===== src/rtl/video_drive_sequencer.sv =====
// Frame-synchronous drive sequencer: combines the panel drive level with a drum-triggered envelope.
module video_drive_sequencer #(
  parameter int unsigned H_ACTIVE    = 1280,
  parameter int unsigned V_ACTIVE    = 720,
  parameter int unsigned ATTACK_STEP = 128,
  parameter int unsigned DECAY_STEP  = 16,
  parameter int unsigned HOLD_FRAMES = 4
) (
  input  logic        clk,
  input  logic        rst_n,
  input  logic [10:0] h_count_in,
  input  logic [9:0]  v_count_in,
  input  logic [9:0]  knob_drive,
  input  logic        trig,
  input  logic [6:0]  trig_velocity,
  output logic [9:0]  drive_out,
  output logic [9:0]  env_level,
  output logic        busy,
  output logic        frame_tick
);

  typedef enum logic [1:0] {
    IDLE,
    ATTACK,
    HOLD,
    DECAY
  } state_e;

`ifdef VIDEO_DRIVE_KNOB_SMOOTH_EN
  localparam int KNOB_W = 12;
`else
  localparam int KNOB_W = 10;
`endif

  state_e            state_q, state_d;
  logic [9:0]        level_q, level_d;
  logic [9:0]        peak_q, peak_d;
  logic [7:0]        hold_cnt_q, hold_cnt_d;
  logic              pending_valid_q, pending_valid_d;
  logic [9:0]        pending_peak_q, pending_peak_d;
  logic [KNOB_W-1:0] knob_reg_q, knob_reg_d;
  logic [9:0]        drive_out_q, drive_out_d;
  logic              frame_tick_q, frame_tick_d;

  logic       tick;
  logic       eff_valid;
  logic [9:0] trig_peak;
  logic [9:0] eff_peak;
  state_e     work_state;
  logic [9:0] work_peak;
  logic [10:0] attack_sum;
  logic [9:0]  knob_int;
  logic [10:0] drive_sum;
`ifdef VIDEO_DRIVE_KNOB_SMOOTH_EN
  logic signed [12:0] knob_diff;
  logic signed [12:0] knob_delta;
`endif

  always_comb begin
    tick       = (h_count_in == 11'(H_ACTIVE)) && (v_count_in == 10'(V_ACTIVE));
    trig_peak  = trig ? {trig_velocity, 3'b000} : 10'd0;
    eff_peak   = (trig_peak > pending_peak_q) ? trig_peak : pending_peak_q;
    eff_valid  = pending_valid_q | trig;

    state_d         = state_q;
    level_d         = level_q;
    peak_d          = peak_q;
    hold_cnt_d      = hold_cnt_q;
    pending_valid_d = pending_valid_q;
    pending_peak_d  = pending_peak_q;
    knob_reg_d      = knob_reg_q;
    drive_out_d     = drive_out_q;
    frame_tick_d    = tick;
    work_state      = state_q;
    work_peak       = peak_q;
    attack_sum      = 11'd0;
    knob_int        = 10'd0;
    drive_sum       = 11'd0;
`ifdef VIDEO_DRIVE_KNOB_SMOOTH_EN
    knob_diff       = 13'sd0;
    knob_delta      = 13'sd0;
`endif

    if (!tick) begin
      if (trig) begin
        pending_valid_d = 1'b1;
        pending_peak_d  = eff_peak;
      end
    end else begin
      // A pending or coincident trigger restarts the attack from the current level.
      if (eff_valid) begin
        work_peak  = (eff_peak > level_q) ? eff_peak : level_q;
        work_state = ATTACK;
      end
      peak_d = work_peak;

      case (work_state)
        IDLE: begin
          level_d = 10'd0;
        end
        ATTACK: begin
          attack_sum = {1'b0, level_q} + 11'(ATTACK_STEP);
          level_d    = (attack_sum >= {1'b0, work_peak}) ? work_peak : attack_sum[9:0];
          if (level_d == work_peak) begin
            state_d    = HOLD;
            hold_cnt_d = 8'(HOLD_FRAMES);
          end else begin
            state_d = ATTACK;
          end
        end
        HOLD: begin
          hold_cnt_d = hold_cnt_q - 8'd1;
          if (hold_cnt_d == 8'd0) state_d = DECAY;
        end
        DECAY: begin
          level_d = (level_q > 10'(DECAY_STEP)) ? (level_q - 10'(DECAY_STEP)) : 10'd0;
          if (level_d == 10'd0) state_d = IDLE;
        end
        default: state_d = IDLE;
      endcase

      pending_valid_d = 1'b0;
      pending_peak_d  = 10'd0;

`ifdef VIDEO_DRIVE_KNOB_SMOOTH_EN
      // One-pole filter in 10.2 fixed point; arithmetic shift keeps the sign of the step.
      knob_diff  = $signed({1'b0, knob_drive, 2'b00}) - $signed({1'b0, knob_reg_q});
      knob_delta = knob_diff >>> 2;
      knob_reg_d = knob_reg_q + knob_delta[11:0];
      knob_int   = knob_reg_d[11:2];
`else
      knob_reg_d = knob_drive;
      knob_int   = knob_reg_d;
`endif

      drive_sum   = {1'b0, knob_int} + {1'b0, level_d};
      drive_out_d = drive_sum[10] ? 10'd1023 : drive_sum[9:0];
    end
  end

  always_ff @(posedge clk or negedge rst_n) begin
    if (!rst_n) begin
      state_q         <= IDLE;
      level_q         <= 10'd0;
      peak_q          <= 10'd0;
      hold_cnt_q      <= 8'd0;
      pending_valid_q <= 1'b0;
      pending_peak_q  <= 10'd0;
      knob_reg_q      <= '0;
      drive_out_q     <= 10'd0;
      frame_tick_q    <= 1'b0;
    end else begin
      state_q         <= state_d;
      level_q         <= level_d;
      peak_q          <= peak_d;
      hold_cnt_q      <= hold_cnt_d;
      pending_valid_q <= pending_valid_d;
      pending_peak_q  <= pending_peak_d;
      knob_reg_q      <= knob_reg_d;
      drive_out_q     <= drive_out_d;
      frame_tick_q    <= frame_tick_d;
    end
  end

  assign drive_out  = drive_out_q;
  assign env_level  = level_q;
  assign busy       = (state_q != IDLE);
  assign frame_tick = frame_tick_q;

endmodule

===== config.mk =====
export PLATFORM = sky130hd
export DESIGN_NAME = video_drive_sequencer
export DESIGN_NICKNAME = d
export VERILOG_FILES = /design/src/rtl/video_drive_sequencer.sv
export SDC_FILE = /design/constraint.sdc
export NUM_CORES = 1
export LEC_CHECK = 0
export CAP_MARGIN = 20
export CORE_ASPECT_RATIO = 1.1
export CORE_UTILIZATION = 56
export DETAILED_ROUTE_END_ITERATION = 10
export GPL_TIMING_DRIVEN = 0
export PLACE_DENSITY = 0.81
export SLEW_MARGIN = 20
export SYNTH_ARGS = -nofsm -noshare
export SYNTH_HDL_FRONTEND = slang
export SYNTH_SLANG_ARGS = --single-unit

===== constraint.sdc =====
create_clock -name clk -period 11.8 [get_ports clk]
set_input_delay 2.36 -clock clk [delete_from_list [all_inputs] [get_ports clk]]
set_output_delay 2.36 -clock clk [all_outputs]
set_load 0.01 [all_outputs]

==> flow_summary.ini, run 1 <==
[clock_tree]
insertion_delay_ps = 310
clkSlewWorstSetupHoldPaths_ps = 100
tritoncts_num_sinks = 52
ctsHtreeMaxLevel = 2
cts_root_buf = clkbuf_8
cts.path.max_buffers = 2
clock_tree_from_tritoncts = built
cts_hold_buf = 0
cts_buffers = 5

[detailed_routing]
viasPerCell = 6.17
drt_pass1_iterations = 5
dr_total_vias = 4659
drc = 0
detailedRoute.firstIterationViolations = 239
detail_route.wl_per_cell_um = 18.1
routed_wirelength_um = 13700
final_antenna_net_count = 0

[synth]
ys_seq_area_share_pct = 28.8
synthDistinctLibCells = 70
syn_avg_cell_area_um2 = 7.91
synth-seq-cells = 52
syn_nets = 656
syn_inst = 572
synthFlopType = dfrtp_1
netlist_area_um2 = 4530
synth_async_sr_flop_share_pct = 100
count_of_flip_flops_with_a_built_in_enable_after_synthesis = 0
synth-warning-count = 0

[sta]
slew_violations = 0
final_min_period_over_clock_period_pct = 95.4
hold_viol = 0
min_period_ps = 11250
final-setup-viol-count = 0
max_freq_mhz = 88.9
max_slew.worst_pin.slew_ps = 834
finalSetupTns_ps = 0
worst_slew_margin_rel_pct = 44.0
clock-skew-final_ps = 4.51

[global_route]
grt_first_pass_wirelength_um = 21700
grt_pass1_vias = 4597
antenna_found_initial = 0
grt_max_degree = 53
gr-usage-all-layers_pct = 33.8
globalRouteOverflowTotal = 0

[finish]
most_common_cell_after_layout_fill_and_taps_aside = nor2_1
filler_cell_count = 667
layout-area-overhead-vs-synth_pct = 21.5
finalNonFillerCells = 755
final_cell_mix = 63 x nor2_1, 61 x clkdlybuf4s50_1, 55 x a21oi_1
post_route_cells_drive_above_1_share_pct = 6.49
antennaDiodeCount = 0
numnets_final = 730

[min_path]
timing.hold.worst.class = register to register

[worst_setup_path]
worst_setup_path_end_kind = register
worst_path_cell_with_the_longest_stage_delay = or4b_2
worst_setup_path_startpoint = trig
cp_max_fo = 10
r2r_setup_slack_ps = 2900
regToRegEndpoint = drive_out[1]
cpPeakStageDelay_ps = 600
worst-setup-path-type = input port to register
critical_path_most_common_cell = a21oi_1
cp_data_required_time_ps = 12050
critical_path.startpoint_type = input port
regToRegStartpoint = pending_peak_q[5]
worstSetupEndpoint = drive_out[1]
critPathArrivalTime_ps = 11500
worstRegToRegCells = 43

[die]
core_area_um2 = 7870
die-height_um = 96.3
initial_core_util_pct = 57.5
placement_rows = 34
fp.dieArea_um2 = 8450
die_w_um = 87.7
num_io_pins = 63

[outcome]
status = completed

[pwr]
cellPowerDensity_nw_per_um2 = 255
ir_worst_vdd_v = 0.000226
p_leak_uw = 0.00242

[run]
max_cap_violations = 0

[placed_design]
dp_cells = 742
half_perimeter_wire_length_after_placement_um = 10600
numPortBuffers = 62
gp_congestion = 0.942
[registers in the layout, summed over array words and instances (netlist names)]
| signal | flops |
|---|---|
| drive_out | 10 |
| env_level | 10 |
| frame_tick | 1 |
| hold_cnt_q | 8 |
| peak_q | 10 |
| pending_peak_q | 10 |
| pending_valid_q | 1 |
| state_q | 2 |
[through the flow]
step | hold slack, ps | utilization (%) | cell area (um2) | worst slack, ps | total power, uW
6_report | 524 | 69.9 | 5500 | 548 | 1400
5_1_grt | 542 | 69.9 | 5500 | -24.2 | 1520
4_1_cts | 524 | 68.7 | 5400 | 11.7 | 1360
3_5_place_dp | 495 | 67.1 | 5280 | -1130 | 1220
3_3_place_gp | 498 | 67.1 | 5280 | -927 | 1180
2_1_floorplan | 460 | - | 4530 | 1460 | 984
[report_power, final]
part	leakage [uW]	switching (uW)	internal [uW]
sequential	0.000659	11.0	189
clock	0.0000552	64.9	63.2
combinational	0.00170	622	453
[critical path, delay by kind of cell]
kind,cells,cell delay (ps)
compound gates,16,2780
simple gates,12,2250
buf+inv,10,1970
fa+ha+maj,6,1810
mux,1,290
[cells by family after synthesis]
family / after synthesis / synth area share, %
multiplexers: 7 / 1.77
flip-flops: 52 / 28.8
adder cells (fa/ha/maj): 44 / 12.3
buffers and inverters: 67 / 5.83
XOR/XNOR: 20 / 3.87
AND/OR/NAND/NOR: 206 / 22.1
AO/OA/AOI/OAI: 176 / 25.4
[worst min-delay path by stage]
stage | start | end | cells after the start
final | pending_peak_q[1] | pending_peak_q[1] | 1
after global routing | pending_peak_q[2] | pending_peak_q[2] | 1
after CTS | pending_peak_q[2] | pending_peak_q[2] | 1
after detailed placement | pending_peak_q[2] | pending_peak_q[2] | 1
after global placement | peak_q[0] | peak_q[0] | 2
after floorplan | pending_peak_q[2] | pending_peak_q[2] | 1
[layout make-up]
cell class / count / area, um2 / share of cell area, %
tap: 108 / 135 / 2.46
timing repair buffer: 68 / 676 / 12.3
clock inverter: 2 / 35.0 / 0.637
clock buffer: 6 / 72.6 / 1.32
sequential: 52 / 1300 / 23.7
inverter: 42 / 158 / 2.87
buffer: 24 / 108 / 1.96
multi-input combinational: 453 / 3010 / 54.8
[metal layers]
layer / GRT usage, % / vias up / part of all wire, %
li1: - / 2218 / -
met1: 37.9 / 2182 / 40
met2: 61.5 / 204 / 50
met3: 4.89 / 55 / 5.2
met4: 18.2 / 0 / 4.6
met5: 0 / - / 0
[repair_timing]
item	4_1_cts	5_1_grt
buffers inserted	0	6
setup endpoints to repair	10	10
pin swaps	0	2
hold endpoints to repair	0	0
gates cloned	0	0
gates resized for setup	5	15
[synthesized netlist by cell type, drive strengths merged (3+ instances only)]
cell type  number  area share, %
o221ai          4           0.91
and3            3           0.41
a21o            8            1.3
or3             4           0.55
buf             4           0.61
clkbuf         21            1.7
nor4b           4           0.77
ha             42             12
dfrtp          52             29
nand2          47            3.9
inv            41            3.4
mux2i           5            1.1
nor4            5           0.69
xnor2          12            2.3
o311ai          3           0.58
o31a            4           0.77
nor3           13            1.4
o22ai           9            1.2
and2           13            1.9
o21a            3           0.50
o21ai          40            4.7
nand2b          6           0.83
xor2            8            1.5
nand3          27            3.1
a211oi         13            2.3
nor2           64            5.4
o211ai          8            1.3
or2             4           0.55
a21oi          57            6.4
nand4           7           0.97
a31oi           7            1.3
Note: power is estimated with default switching activity, not from simulation.
==> run 2: changes to the inputs <==
--- a/config.mk
+++ b/config.mk
@@ -5,12 +5,12 @@
 export SDC_FILE = /design/constraint.sdc
 export NUM_CORES = 1
 export LEC_CHECK = 0
+export ABC_CLOCK_PERIOD_IN_PS = 11800
 export CAP_MARGIN = 20
 export CORE_ASPECT_RATIO = 1.1
-export CORE_UTILIZATION = 56
+export CORE_UTILIZATION = 40
 export DETAILED_ROUTE_END_ITERATION = 10
 export GPL_TIMING_DRIVEN = 0
-export PLACE_DENSITY = 0.81
 export SLEW_MARGIN = 20
 export SYNTH_ARGS = -nofsm -noshare
 export SYNTH_HDL_FRONTEND = slang
==> flow_summary.ini, run 2 (same netlist as run 1, synthesis figures left out) <==
[finish]
antennaDiodeCount = 0
final_cell_mix = 63 x nor2_1, 61 x clkdlybuf4s50_1, 54 x a21oi_1
post_route_cells_drive_above_1_share_pct = 6.96
most_common_cell_after_layout_fill_and_taps_aside = nor2_1
filler_cell_count = 1064
layout-area-overhead-vs-synth_pct = 24.1
finalNonFillerCells = 794
numnets_final = 731
final_cell_area_um2 = 5620
finalCoreUtilization_pct = 51.3

[die]
die-height_um = 114
placement_rows = 40
num_io_pins = 63
initial_core_util_pct = 41.3
core_area_um2 = 11000
die_w_um = 103
fp.dieArea_um2 = 11700

[clock_tree]
cts.path.max_buffers = 2
cts_hold_buf = 0
insertion_delay_ps = 300
cts_root_buf = clkbuf_16
ctsHtreeMaxLevel = 2
cts_buffers = 5
tritoncts_num_sinks = 52
clock_tree_from_tritoncts = built
clkSlewWorstSetupHoldPaths_ps = 70

[worst_setup_path]
critical_path.startpoint_type = input port
critPathArrivalTime_ps = 11350
cpPeakStageDelay_ps = 590
worst_path_cell_with_the_longest_stage_delay = or4b_2
worst_setup_path_end_kind = register
cp_max_fo = 10
cp_data_required_time_ps = 11980
worst-setup-path-type = input port to register

[sta]
clock-skew-final_ps = 7.98
hold_viol = 0
max_slew.worst_pin.slew_ps = 954
slew_violations = 0
min_period_ps = 11160
worst_slew_margin_rel_pct = 35.9
final-setup-viol-count = 0
final_min_period_over_clock_period_pct = 94.6
finalSetupTns_ps = 0
max_freq_mhz = 89.6

[pwr]
power.total_uw = 1440
ir_worst_vdd_v = 0.000155
p_leak_uw = 0.00244
cellPowerDensity_nw_per_um2 = 256

[global_route]
antenna_found_initial = 1
grt_pass1_vias = 4461
globalRouteOverflowTotal = 0
grt_max_degree = 53
gr-usage-all-layers_pct = 24.4
grt_first_pass_wirelength_um = 21900

[detailed_routing]
drt_pass1_iterations = 5
final_antenna_net_count = 0
routed_wirelength_um = 13700
detailedRoute.firstIterationViolations = 292
drc = 0
dr_total_vias = 4571
detail_route.wl_per_cell_um = 17.2
viasPerCell = 5.76

[placed_design]
placement.cell_area_um2 = 5330
gp_congestion = 0.898
dp_cells = 781
half_perimeter_wire_length_after_placement_um = 10600
numPortBuffers = 62

[run]
max_cap_violations = 0

[outcome]
status = completed

[min_path]
timing.hold.worst.class = register to register
==> run 2: cell count changes in the layout (fill, tap and decap cells not counted), sizes merged <==
| cell | delta |
|---|---|
| buf | +1 |
| bufinv | -1 |
| clkbuf | +1 |
| inv | -1 |
==> run 2: path summary, 6_finish.rpt <==
| path | startpoint | to | slack [ps] | depth (start not counted) |
|---|---|---|---|---|
| worst max-delay path | trig | drive_out[3] | 640 | 43 |
| worst min-delay path | pending_peak_q[2] | pending_peak_q[2] | 500 | 1 |
| worst max register to register | pending_peak_q[5] | drive_out[3] | 3010 | 41 |
| worst min register to register | pending_peak_q[2] | pending_peak_q[2] | 500 | 1 |
| max in group asynchronous | rst_n | drive_out[8] | 9230 | 1 |
| min in group asynchronous | rst_n | frame_tick | 2110 | 1 |
==> run 2: through the flow <==
step	hold slack [ps]	setup WS, ps
after floorplan	460	1460
after global placement	489	-1070
after detailed placement	488	-727
after CTS	504	34.7
after global routing	543	-38.9
final	500	638
==> run 2: layout make-up <==
type	instances	area, um2	share of cell area, %
plain buffers	24	110	1.96
clock buffers	7	153	2.72
inverters	42	158	2.81
multi-input cells	453	3030	53.9
flip-flops and latches	52	1300	23.2
well taps	147	184	3.27
repair buffers	69	683	12.2
==> run 2: power by group <==
group	internal, uW	total [uW]	switching [uW]
Clock	89.2	155	65.7
Combinational	474	1080	609
Sequential	190	201	11.0
Total	753	1440	686
==> run 2: layer usage <==
layer / vias to the layer above / global-route usage [%] / wire, um
met3: 38 / 3.98 / 607
li1: 2221 / - / -
met2: 155 / 41.2 / 6670
met1: 2157 / 29.7 / 5870
met5: - / 0 / 0
met4: 0 / 11.9 / 542
==> run 2: repair_timing <==
item,CTS,global route
setup endpoints to repair,10,10
gates resized for setup,5,17
setup buffers,0,7
pin swaps,0,3
==> run 2: worst max-delay path, delay by kind of cell <==
kind | cells | cell delay, ps
mux | 1 | 320
fa+ha+maj | 5 | 1510
compound gates | 16 | 2970
buf+inv | 9 | 1920
simple gates | 12 | 2250
==> run 3: changes to the inputs <==
--- a/config.mk
+++ b/config.mk
@@ -11,6 +11,7 @@
 export CORE_UTILIZATION = 40
 export DETAILED_ROUTE_END_ITERATION = 10
 export GPL_TIMING_DRIVEN = 0
+export PLACE_DENSITY = 0.68
 export SLEW_MARGIN = 20
 export SYNTH_ARGS = -nofsm -noshare
 export SYNTH_HDL_FRONTEND = slang
==> flow_summary.ini, run 3 (same netlist as run 1, synthesis figures left out) <==
[finish]
post_route_cells_drive_above_1_share_pct = 6.79
filler_cell_count = 1043
numnets_final = 731
layout-area-overhead-vs-synth_pct = 24.6
antennaDiodeCount = 0
most_common_cell_after_layout_fill_and_taps_aside = nor2_1
final_cell_mix = 63 x nor2_1, 61 x clkdlybuf4s50_1, 54 x a21oi_1

[pwr]
power_switching_share_pct = 47.3
p_leak_uw = 0.00246
power_frac_seq_pct = 13.7
clock_power_share_pct = 12.2
ir_worst_vdd_v = 0.000159
switching_power_uw = 689
cellPowerDensity_nw_per_um2 = 258
cell_internal_pwr_uw = 768
p_comb_share_pct = 74.1

[clock_tree]
tritoncts_num_sinks = 52
clock_tree_from_tritoncts = built
clkSlewWorstSetupHoldPaths_ps = 70
cts_root_buf = clkbuf_16
insertion_delay_ps = 300
cts_buffers = 5
cts.path.max_buffers = 2
ctsHtreeMaxLevel = 2

[min_path]
hold-path-cell-count = 2
timing.hold.worst.class = register to register

[sta]
slew_violations = 0
hold_viol = 0
min_period_ps = 11270
worst_slew_margin_rel_pct = 40.0
final_min_period_over_clock_period_pct = 95.5
layout_setup_ws_ps = 526
max_freq_mhz = 88.7
timing.hold.ws_ps = 520
final-setup-viol-count = 0
max_slew.worst_pin.slew_ps = 894
clock-skew-final_ps = 7.08

[worst_setup_path]
critical_path.startpoint_type = input port
worstRegToRegCells = 43
worst_path_cell_with_the_longest_stage_delay = or4b_2
worst_setup_path_end_kind = register
cp_data_required_time_ps = 12030
cpPeakStageDelay_ps = 590
critPathArrivalTime_ps = 11500
cp_max_fo = 10
worst-setup-path-type = input port to register

[detailed_routing]
drc = 0
detail_route.wl_per_cell_um = 16.9
dr_total_vias = 4614
viasPerCell = 5.80
routed_wirelength_um = 13400
final_antenna_net_count = 0
drt_pass1_iterations = 4
detailedRoute.firstIterationViolations = 221

[die]
placement_rows = 40
die-height_um = 114
fp.dieArea_um2 = 11700
die_w_um = 103
initial_core_util_pct = 41.3
core_area_um2 = 11000
num_io_pins = 63

[global_route]
globalRouteOverflowTotal = 0
antenna_found_initial = 0
grt_max_degree = 53
grt_first_pass_wirelength_um = 22300
gr-usage-all-layers_pct = 24.3
grt_pass1_vias = 4681

[run]
max_cap_violations = 0

[placed_design]
preCtsSetupSlack_ps = -1040
half_perimeter_wire_length_after_placement_um = 10200
numPortBuffers = 62
gp_congestion = 0.935

[outcome]
status = completed
[run 3: area by class of cell]
type,instances,area [um2],area share [%]
multi-input combinational,453,3020,53.5
sequential,52,1300,23.1
timing repair buffer,69,696,12.3
tap,147,184,3.26
inverter,42,158,2.80
clock buffer,6,139,2.46
buffer,24,105,1.86
clock inverter,2,38.8,0.688
[run 3: timing repair]
item / CTS / global route
setup buffers: 0 / 7
hold buffers: 0 / 0
setup endpoints to repair: 10 / 10
pin swaps: 0 / 3
gates resized for setup: 3 / 13
[run 3: critical path, delay by kind of cell]
| kind | cells | cell delay (ps) |
|---|---|---|
| adder cells (fa/ha/maj) | 6 | 1840 |
| AO/OA/AOI/OAI | 16 | 2710 |
| multiplexers | 1 | 330 |
| buffers and inverters | 10 | 2090 |
| AND/OR/NAND/NOR | 12 | 2160 |
[run 3: power by group through the flow]
| stage | Clock [uW] | Combinational, uW | Sequential [uW] |
|---|---|---|---|
| after floorplan | 0 | 785 | 199 |
| after global placement | 0 | 970 | 201 |
| after detailed placement | 0 | 999 | 202 |
| after CTS | 182 | 1020 | 198 |
| after global routing | 189 | 1210 | 202 |
| final | 177 | 1080 | 200 |
[run 3: worst paths after layout]
check,slack (ps),end,startpoint
worst min-delay path,520,peak_q[0],peak_q[0]
worst max-delay path,530,drive_out[1],trig
worst min register to register,520,peak_q[0],peak_q[0]
worst max register to register,2910,drive_out[1],pending_peak_q[5]
min in group asynchronous,2110,frame_tick,rst_n
max in group asynchronous,9230,peak_q[4],rst_n
[run 3: routing by layer]
metal  up-vias  global-route usage, %  share of wire, %
li1       2239                      -                 -
met1      2179                   29.9                43
met2       175                   41.9                49
met3        21                   3.62               5.5
met4         0                   9.77               2.1
met5         -                      0                 0
[run 3: metrics by stage]
step,TNS (ps),instance area (um2),util [%],instances,total power [uW]
6_report,0,5640,51.4,795,1460
5_1_grt,-46.3,5640,51.4,795,1600
3_5_place_dp,-10050,5330,48.6,781,1200
2_1_floorplan,0,4530,-,572,984
3_3_place_gp,-8180,5330,48.6,781,1170
4_1_cts,0,5520,50.4,789,1400
